==> config.mk <==
export PLATFORM = sky130hd
export DESIGN_NAME = dual_button_debouncer
export DESIGN_NICKNAME = d
export VERILOG_FILES = /design/src/rtl/debounce_pkg.sv /design/src/rtl/debounce_channel.sv /design/src/rtl/dual_button_debouncer.sv
export SDC_FILE = /design/constraint.sdc
export NUM_CORES = 1
export LEC_CHECK = 0
export BUFFER_PORTS_ARGS = -buffer_cell sky130_fd_sc_hd__buf_4
export CORE_MARGIN = 5
export CORE_UTILIZATION = 55
export DETAILED_ROUTE_END_ITERATION = 10
export HOLD_SLACK_MARGIN = 0.05
export PLACE_DENSITY = 0.75
export SLEW_MARGIN = 10
export SYNTH_ARGS = -nofsm -noshare
export SYNTH_HDL_FRONTEND = slang
export SYNTH_SLANG_ARGS = --single-unit
==> constraint.sdc <==
create_clock -name clk -period 2.01 [get_ports clk]
set_input_delay 0.3015 -clock clk [delete_from_list [all_inputs] [get_ports clk]]
set_output_delay 0.3015 -clock clk [all_outputs]
set_load 0.01 [all_outputs]
==> src/rtl/debounce_pkg.sv <==
// Shared types and defaults for the two-channel push-button debouncer.
// Imported by the channel sub-module and the top.
package debounce_pkg;

    typedef enum logic [1:0] {
        STABLE_LOW,
        WAIT_HIGH,
        STABLE_HIGH,
        WAIT_LOW
    } db_state_t;

    typedef struct packed {
        logic lvl;
        logic rise;
        logic fall;
    } db_out_t;

    localparam int DEF_DEBOUNCE_CYCLES = 1_000_000;
    localparam int DEF_SYNC_STAGES     = 2;

    function automatic int cnt_width(input int cycles);
        return $clog2(cycles + 1);
    endfunction

endpackage

==> src/rtl/debounce_channel.sv <==
// One debounced channel: input synchronizer, stability counter,
// four-state acceptance FSM and registered rise/fall pulses.
module debounce_channel
    import debounce_pkg::*;
#(
    parameter int DEBOUNCE_CYCLES = DEF_DEBOUNCE_CYCLES,
    parameter int SYNC_STAGES     = DEF_SYNC_STAGES
) (
    input  logic    clk,
    input  logic    rst,
    input  logic    i_raw,
    output db_out_t o_db
);

    localparam int CW = cnt_width(DEBOUNCE_CYCLES);
    localparam logic [CW-1:0] CNT_LAST = CW'(DEBOUNCE_CYCLES - 1);
    localparam logic [CW-1:0] CNT_ONE  = CW'(1);

    logic [SYNC_STAGES-1:0] r_sync;
    logic                   w_s;

    db_state_t     r_state;
    db_state_t     w_state_nxt;
    logic [CW-1:0] r_cnt;
    logic [CW-1:0] w_cnt_nxt;
    logic          r_out;
    logic          w_out_nxt;
    logic          r_rise;
    logic          w_rise_nxt;
    logic          r_fall;
    logic          w_fall_nxt;

    always_ff @(posedge clk or posedge rst) begin
        if (rst) begin
            r_sync <= '0;
        end else begin
            r_sync <= {r_sync[SYNC_STAGES-2:0], i_raw};
        end
    end

    assign w_s = r_sync[SYNC_STAGES-1];

    always_ff @(posedge clk or posedge rst) begin
        if (rst) begin
            r_state <= STABLE_LOW;
            r_cnt   <= '0;
            r_out   <= 1'b0;
            r_rise  <= 1'b0;
            r_fall  <= 1'b0;
        end else begin
            r_state <= w_state_nxt;
            r_cnt   <= w_cnt_nxt;
            r_out   <= w_out_nxt;
            r_rise  <= w_rise_nxt;
            r_fall  <= w_fall_nxt;
        end
    end

    // A single-cycle debounce skips the WAIT states entirely.
    always_comb begin
        w_state_nxt = r_state;
        w_cnt_nxt   = '0;
        w_out_nxt   = r_out;
        w_rise_nxt  = 1'b0;
        w_fall_nxt  = 1'b0;
        unique case (r_state)
            STABLE_LOW: begin
                if (w_s) begin
                    if (CNT_LAST == '0) begin
                        w_state_nxt = STABLE_HIGH;
                        w_out_nxt   = 1'b1;
                        w_rise_nxt  = 1'b1;
                    end else begin
                        w_state_nxt = WAIT_HIGH;
                        w_cnt_nxt   = CNT_ONE;
                    end
                end
            end
            WAIT_HIGH: begin
                if (!w_s) begin
                    w_state_nxt = STABLE_LOW;
                end else if (r_cnt == CNT_LAST) begin
                    w_state_nxt = STABLE_HIGH;
                    w_out_nxt   = 1'b1;
                    w_rise_nxt  = 1'b1;
                end else begin
                    w_cnt_nxt = r_cnt + CNT_ONE;
                end
            end
            STABLE_HIGH: begin
                if (!w_s) begin
                    if (CNT_LAST == '0) begin
                        w_state_nxt = STABLE_LOW;
                        w_out_nxt   = 1'b0;
                        w_fall_nxt  = 1'b1;
                    end else begin
                        w_state_nxt = WAIT_LOW;
                        w_cnt_nxt   = CNT_ONE;
                    end
                end
            end
            WAIT_LOW: begin
                if (w_s) begin
                    w_state_nxt = STABLE_HIGH;
                end else if (r_cnt == CNT_LAST) begin
                    w_state_nxt = STABLE_LOW;
                    w_out_nxt   = 1'b0;
                    w_fall_nxt  = 1'b1;
                end else begin
                    w_cnt_nxt = r_cnt + CNT_ONE;
                end
            end
        endcase
    end

    assign o_db.lvl  = r_out;
    assign o_db.rise = r_rise;
    assign o_db.fall = r_fall;

endmodule

==> src/rtl/dual_button_debouncer.sv <==
// Two independent debounced button channels feeding the gate stage.
// Holds only the channel wiring and parameter sanity checks.
module dual_button_debouncer
    import debounce_pkg::*;
#(
    parameter int DEBOUNCE_CYCLES = DEF_DEBOUNCE_CYCLES,
    parameter int SYNC_STAGES     = DEF_SYNC_STAGES
) (
    input  logic clk,
    input  logic rst,
    input  logic btn_a_raw,
    input  logic btn_b_raw,
    output logic a,
    output logic b,
    output logic a_rise,
    output logic a_fall,
    output logic b_rise,
    output logic b_fall
);

    if (DEBOUNCE_CYCLES < 1) begin : g_bad_debounce
        $error("DEBOUNCE_CYCLES must be >= 1");
    end

    if (SYNC_STAGES < 2) begin : g_bad_sync
        $error("SYNC_STAGES must be >= 2");
    end

    db_out_t w_a_db;
    db_out_t w_b_db;

    debounce_channel #(
        .DEBOUNCE_CYCLES (DEBOUNCE_CYCLES),
        .SYNC_STAGES     (SYNC_STAGES)
    ) u_ch_a (
        .clk   (clk),
        .rst   (rst),
        .i_raw (btn_a_raw),
        .o_db  (w_a_db)
    );

    debounce_channel #(
        .DEBOUNCE_CYCLES (DEBOUNCE_CYCLES),
        .SYNC_STAGES     (SYNC_STAGES)
    ) u_ch_b (
        .clk   (clk),
        .rst   (rst),
        .i_raw (btn_b_raw),
        .o_db  (w_b_db)
    );

    assign a      = w_a_db.lvl;
    assign a_rise = w_a_db.rise;
    assign a_fall = w_a_db.fall;
    assign b      = w_b_db.lvl;
    assign b_rise = w_b_db.rise;
    assign b_fall = w_b_db.fall;

endmodule

---- Word-level counts from Yosys, hierarchy flattened ----
Index checks and enable logic that the tools add are counted.
W data, S select, Z words.
storage, ports and cells
  register bits ........................... 54
  input port bits ......................... 4
  output and inout port bits .............. 6
cells by class
  $add $sub $neg .......................... 2
  eq/ne operators ......................... 24
  mux-type cells .......................... 46
  reduce and logical (&&, ||, !) cells .... 8
operators with widths
  kind                     count
  $pmux W20 S4             2
  $mux W20                 6
  $add A20 B1 Y20 const B  2
  $eq A20 B20 Y1 const B   2
  $mux W2                  12
  $mux W1                  22
  $ne A2 B1 Y1 const B     8
  $pmux W2 S4              2
  $reduce_and A5 Y1        2
  $eq A2 B2 Y1 const B     4
  $ne A2 B2 Y1 const B     4
  $reduce_and A4 Y1        2
  $ne A3 B1 Y1 const B     2
  $ne A3 B3 Y1 const B     2
  $eq A2 B1 Y1 const B     2
  $logic_not A2 Y1         2
  $pmux W1 S2              2
  $reduce_bool A2 Y1       2

---- Depth between registers and ports, before layout ----
  depth in word-level cells ............... 4
  depth in mapped cells ................... 8
  mapped depth without buffers ............ 5

---- Cells and area by module ----
Synthesis repeated with hierarchy kept, for this count alone.
unflattened totals
  cells, all modules ...................... 263
  area, all modules ....................... 2636.3 µm²
by module, submodules not included
  module                      instances  cells each  area each (µm²)  sequential area each (µm²)
  debounce_channel at u_ch_b  1          134         1331.3           675.6
  debounce_channel at u_ch_a  1          129         1305.0           675.6

---- Worst setup path before layout ----
Ideal clock, no wire load.
  path type ............................... register -> register
  start point ............................. reg u_ch_b.r_cnt[11]
  end point ............................... reg with a tool-made name
  setup time .............................. 0.128 ns
  arrival time ............................ 1.821 ns
  required time ........................... 1.882 ns
  path slack .............................. 0.062 ns
  cell stages (with the launch flop) ...... 5
  path buffers ............................ 0
  period minus slack after synthesis ...... 1.948 ns
  path through ............................ dfrtp_1 -> or4b_1 -> nor4_4 -> and4_1 -> mux2_1
RTL lines
  item                      RTL line                source
  start: declaration        debounce_channel.sv:24  logic [CW-1:0] r_cnt;
  start signal: assignment  debounce_channel.sv:52  r_cnt <= w_cnt_nxt;

==> impl_metrics.tcl <==
set metrics [dict create \
    antenna_found_initial 0 \
    leakage_nw 1.23 \
    netlist_instances 251 \
    worstMarginPinSlew_ps 428 \
    grt_max_degree 37 \
    power.share.switching 0.219 \
    setup.worst_path.start_class "register" \
    synth_warnings 0 \
    drv_cap 0 \
    syn_area_um2 2620 \
    start_util 0.563 \
    crit_type "reg2reg" \
    numCtsBuffers 5 \
    power_mw 1.92 \
    async_flop_share 1.00 \
    slew_headroom 0.712 \
    slew_violations 0 \
    synth-seq-cells 54 \
    synth_xor_area_frac 0.0969 \
    synth_fa_ha_area_frac 0.00954 \
    synth-simple-area-share 0.265 \
    ir_drop_mv 0.437 \
    port_buffers 9 \
    synthTopCellsByCount "dfrtp_1, nor2_1, xnor2_1" \
    synth.net_count 257 \
    fin_nets 289 \
    clk_latency_ps 310 \
    powerDensity_nw_per_um2 636 \
    wl_per_cell_um 15.0 \
    synth_top_area_cell "dfrtp_1" \
    clk_pin_slew_ps 100 \
    path_max_fanout 5 \
    numPlacedInstances 329 \
    skew_ps 6.55 \
    drive_gt1_frac 0.204 \
    grt-busiest-layer "met2" \
    use_met2 0.326 \
    dr.pass1.iters 4 \
    crit_path_start "u_ch_b.r_cnt[13]" \
    post_dp_cell_area_um2 2880 \
    seqPwrFrac 0.578 \
    synth_cell_type_count 45 \
    fin_tns_setup_ps 0 \
    synth_edf_count 0 \
    hold_viol 0 \
    finalSetupViolCount 0 \
    die_area_um2 6250 \
    final_cells 338 \
    cts_setup_buffers 0 \
    rows 25 \
    dr_total_vias 1926 \
    synth_seq_area_share 0.515 \
    syn_area_per_cell_um2 10.4 \
    drt_iter0_drc 59 \
    worstSetupEndpointType "register" \
    gp_congestion 0.816 \
    yosysMostFrequentCell "dfrtp_1" \
    grt.overflow.total 0 \
    post-route-min-period_ps 1970 \
    chipWidth_um 79.1 \
    critPathRequiredTime_ps 2210 \
    r2r-start "u_ch_b.r_cnt[13]" \
    antennaDiodeCount 0 \
    r2r_slack_ps 40 \
    pwr-share-comb 0.039 \
    whs_ps 94.2 \
    min_period_over_period 0.978 \
    grt_pass1_vias 2002 \
    design_area_um2 3020 \
    root_buffer "clkbuf_8" \
    cts_max_level 2 \
    max_freq_ghz 0.508 \
    rsz0062_at_grt "true" \
    grtUsageMet1 0.208 \
    worst_ep_arrival_time_ps 2170 \
    clock_path_buffers 2 \
    yosys-top-cells-area "dfrtp_1, xnor2_1, nor2_1" \
    synth-compound-area-share 0.0677 \
    status "finished, final reports clean" \
    met3_usage 0.0431 \
    area_delta_synth_final_pct 15.0 \
    power.switching_mw 0.419 \
    p_clk_frac 0.383 \
    muxShareOfSynthArea 0.00859 \
    yosysTopAreaCellShare 0.515 \
    finalWirelength_mm 5.06 \
    cts_tree "yes" \
    drc 0 \
    synth_top_family_by_area "simple AND/OR/NAND/NOR gates" \
    p_int_mw 1.50 \
    min_path_type "in2reg" \
    io_pins 10 \
    synth-main-ff-cell "dfrtp_1" \
    die_y_um 79.1 \
    core_um2 4660 \
    hpwl_mm 3.76 \
    track_usage 0.183 \
    grt_pass1_wl_mm 8.98 \
    postRouteAntennaNets 0 \
    detail_route.vias_per_cell 5.70 \
    clock_sinks 54 \
    min_from "btn_b_raw" \
]
==> power groups by stage <==
stage               clock, mW  combinational [mW]  sequential (mW)
detailed placement          0              0.0757             1.13
floorplan                   0              0.0488             1.13
CTS                     0.757              0.0774             1.11
global placement            0              0.0731             1.13
finish                  0.735              0.0750             1.11
global route            0.809              0.0864             1.11
==> cell usage in the layout (no fill, tap or decap), drive strengths merged, types with 2 or more instances in the layout <==
master  Yosys  final
a211oi      2      2
a21oi       9      9
and3        4      4
and4        4      4
buf         6     31
clkbuf      1      5
dfrtp      54     54
ha          2      2
inv        11     12
mux2        2      2
nand2      14     14
nand3      13     13
nand4      16     16
nor2       33     33
nor3        7      7
nor3b       2      2
nor4        8      8
o21ai       8      8
or3         7      7
or4         5      5
or4bb       2      2
xnor2      16     16
xor2       13     13
==> path summary, 6_finish.rpt <==
kind | endpoint | cells after the start
setup reg to reg | register | 4
max in group asynchronous | u_ch_a.r_cnt[12] | 4
hold reg to reg | u_ch_b.r_sync[1] | 0
hold / removal | u_ch_b.r_sync[0] | 1
setup / recovery | register | 4
min in group asynchronous | u_ch_a.r_out | 3
==> through the flow <==
stage | setup WS [ps] | util
after floorplan | 61.7 | -
after global placement | 80.7 | 0.618
after detailed placement | 22.7 | 0.618
after CTS | 3.27 | 0.644
after global routing | -17.0 | 0.647
final | 43.4 | 0.647
==> what timing repair did <==
action	in CTS	in global routing
endpoints found under the setup margin	0	1
hold buffers	1	0
endpoints found under the hold margin	18	0
gates resized for setup	0	3
==> layer usage <==
metal  vias to the layer above  share of wire
li1                        961              -
met1                       929           0.44
met2                        27           0.52
met3                         9          0.027
met4                         0          0.019
met5                         -              0
==> cell type report <==
cell class                 instances  area [um2]
timing repair buffer              32         255
clock inverter                     3        43.8
multi-input combinational        179        1190
clock buffer                       5        68.8
fill                             365        1650
inverter                          11        41.3
tap                               54        67.6
sequential                        54        1350
==> cell families after synthesis <==
family | count (synthesis)
flip-flops | 54
adder cells (fa/ha/maj) | 2
multiplexers | 2
AND/OR/NAND/NOR | 119
AO/OA/AOI/OAI | 27
buffers and inverters | 18
XOR/XNOR | 29
==> registers in the layout, summed over array words and instances, names as in the netlist, 2 cells and up, named ones only <==
signal,count
u_ch_a.r_cnt,20
u_ch_b.r_cnt,20
u_ch_a.r_sync,2
u_ch_b.r_sync,2
==> worst max-delay path: stages (launching register included) <==
cell,delay (ps)
dfrtp_1,420
or4bb_1,570
nor3b_4,260
and4_4,280
mux2_1,320
(Power assumes the default switching activity.)
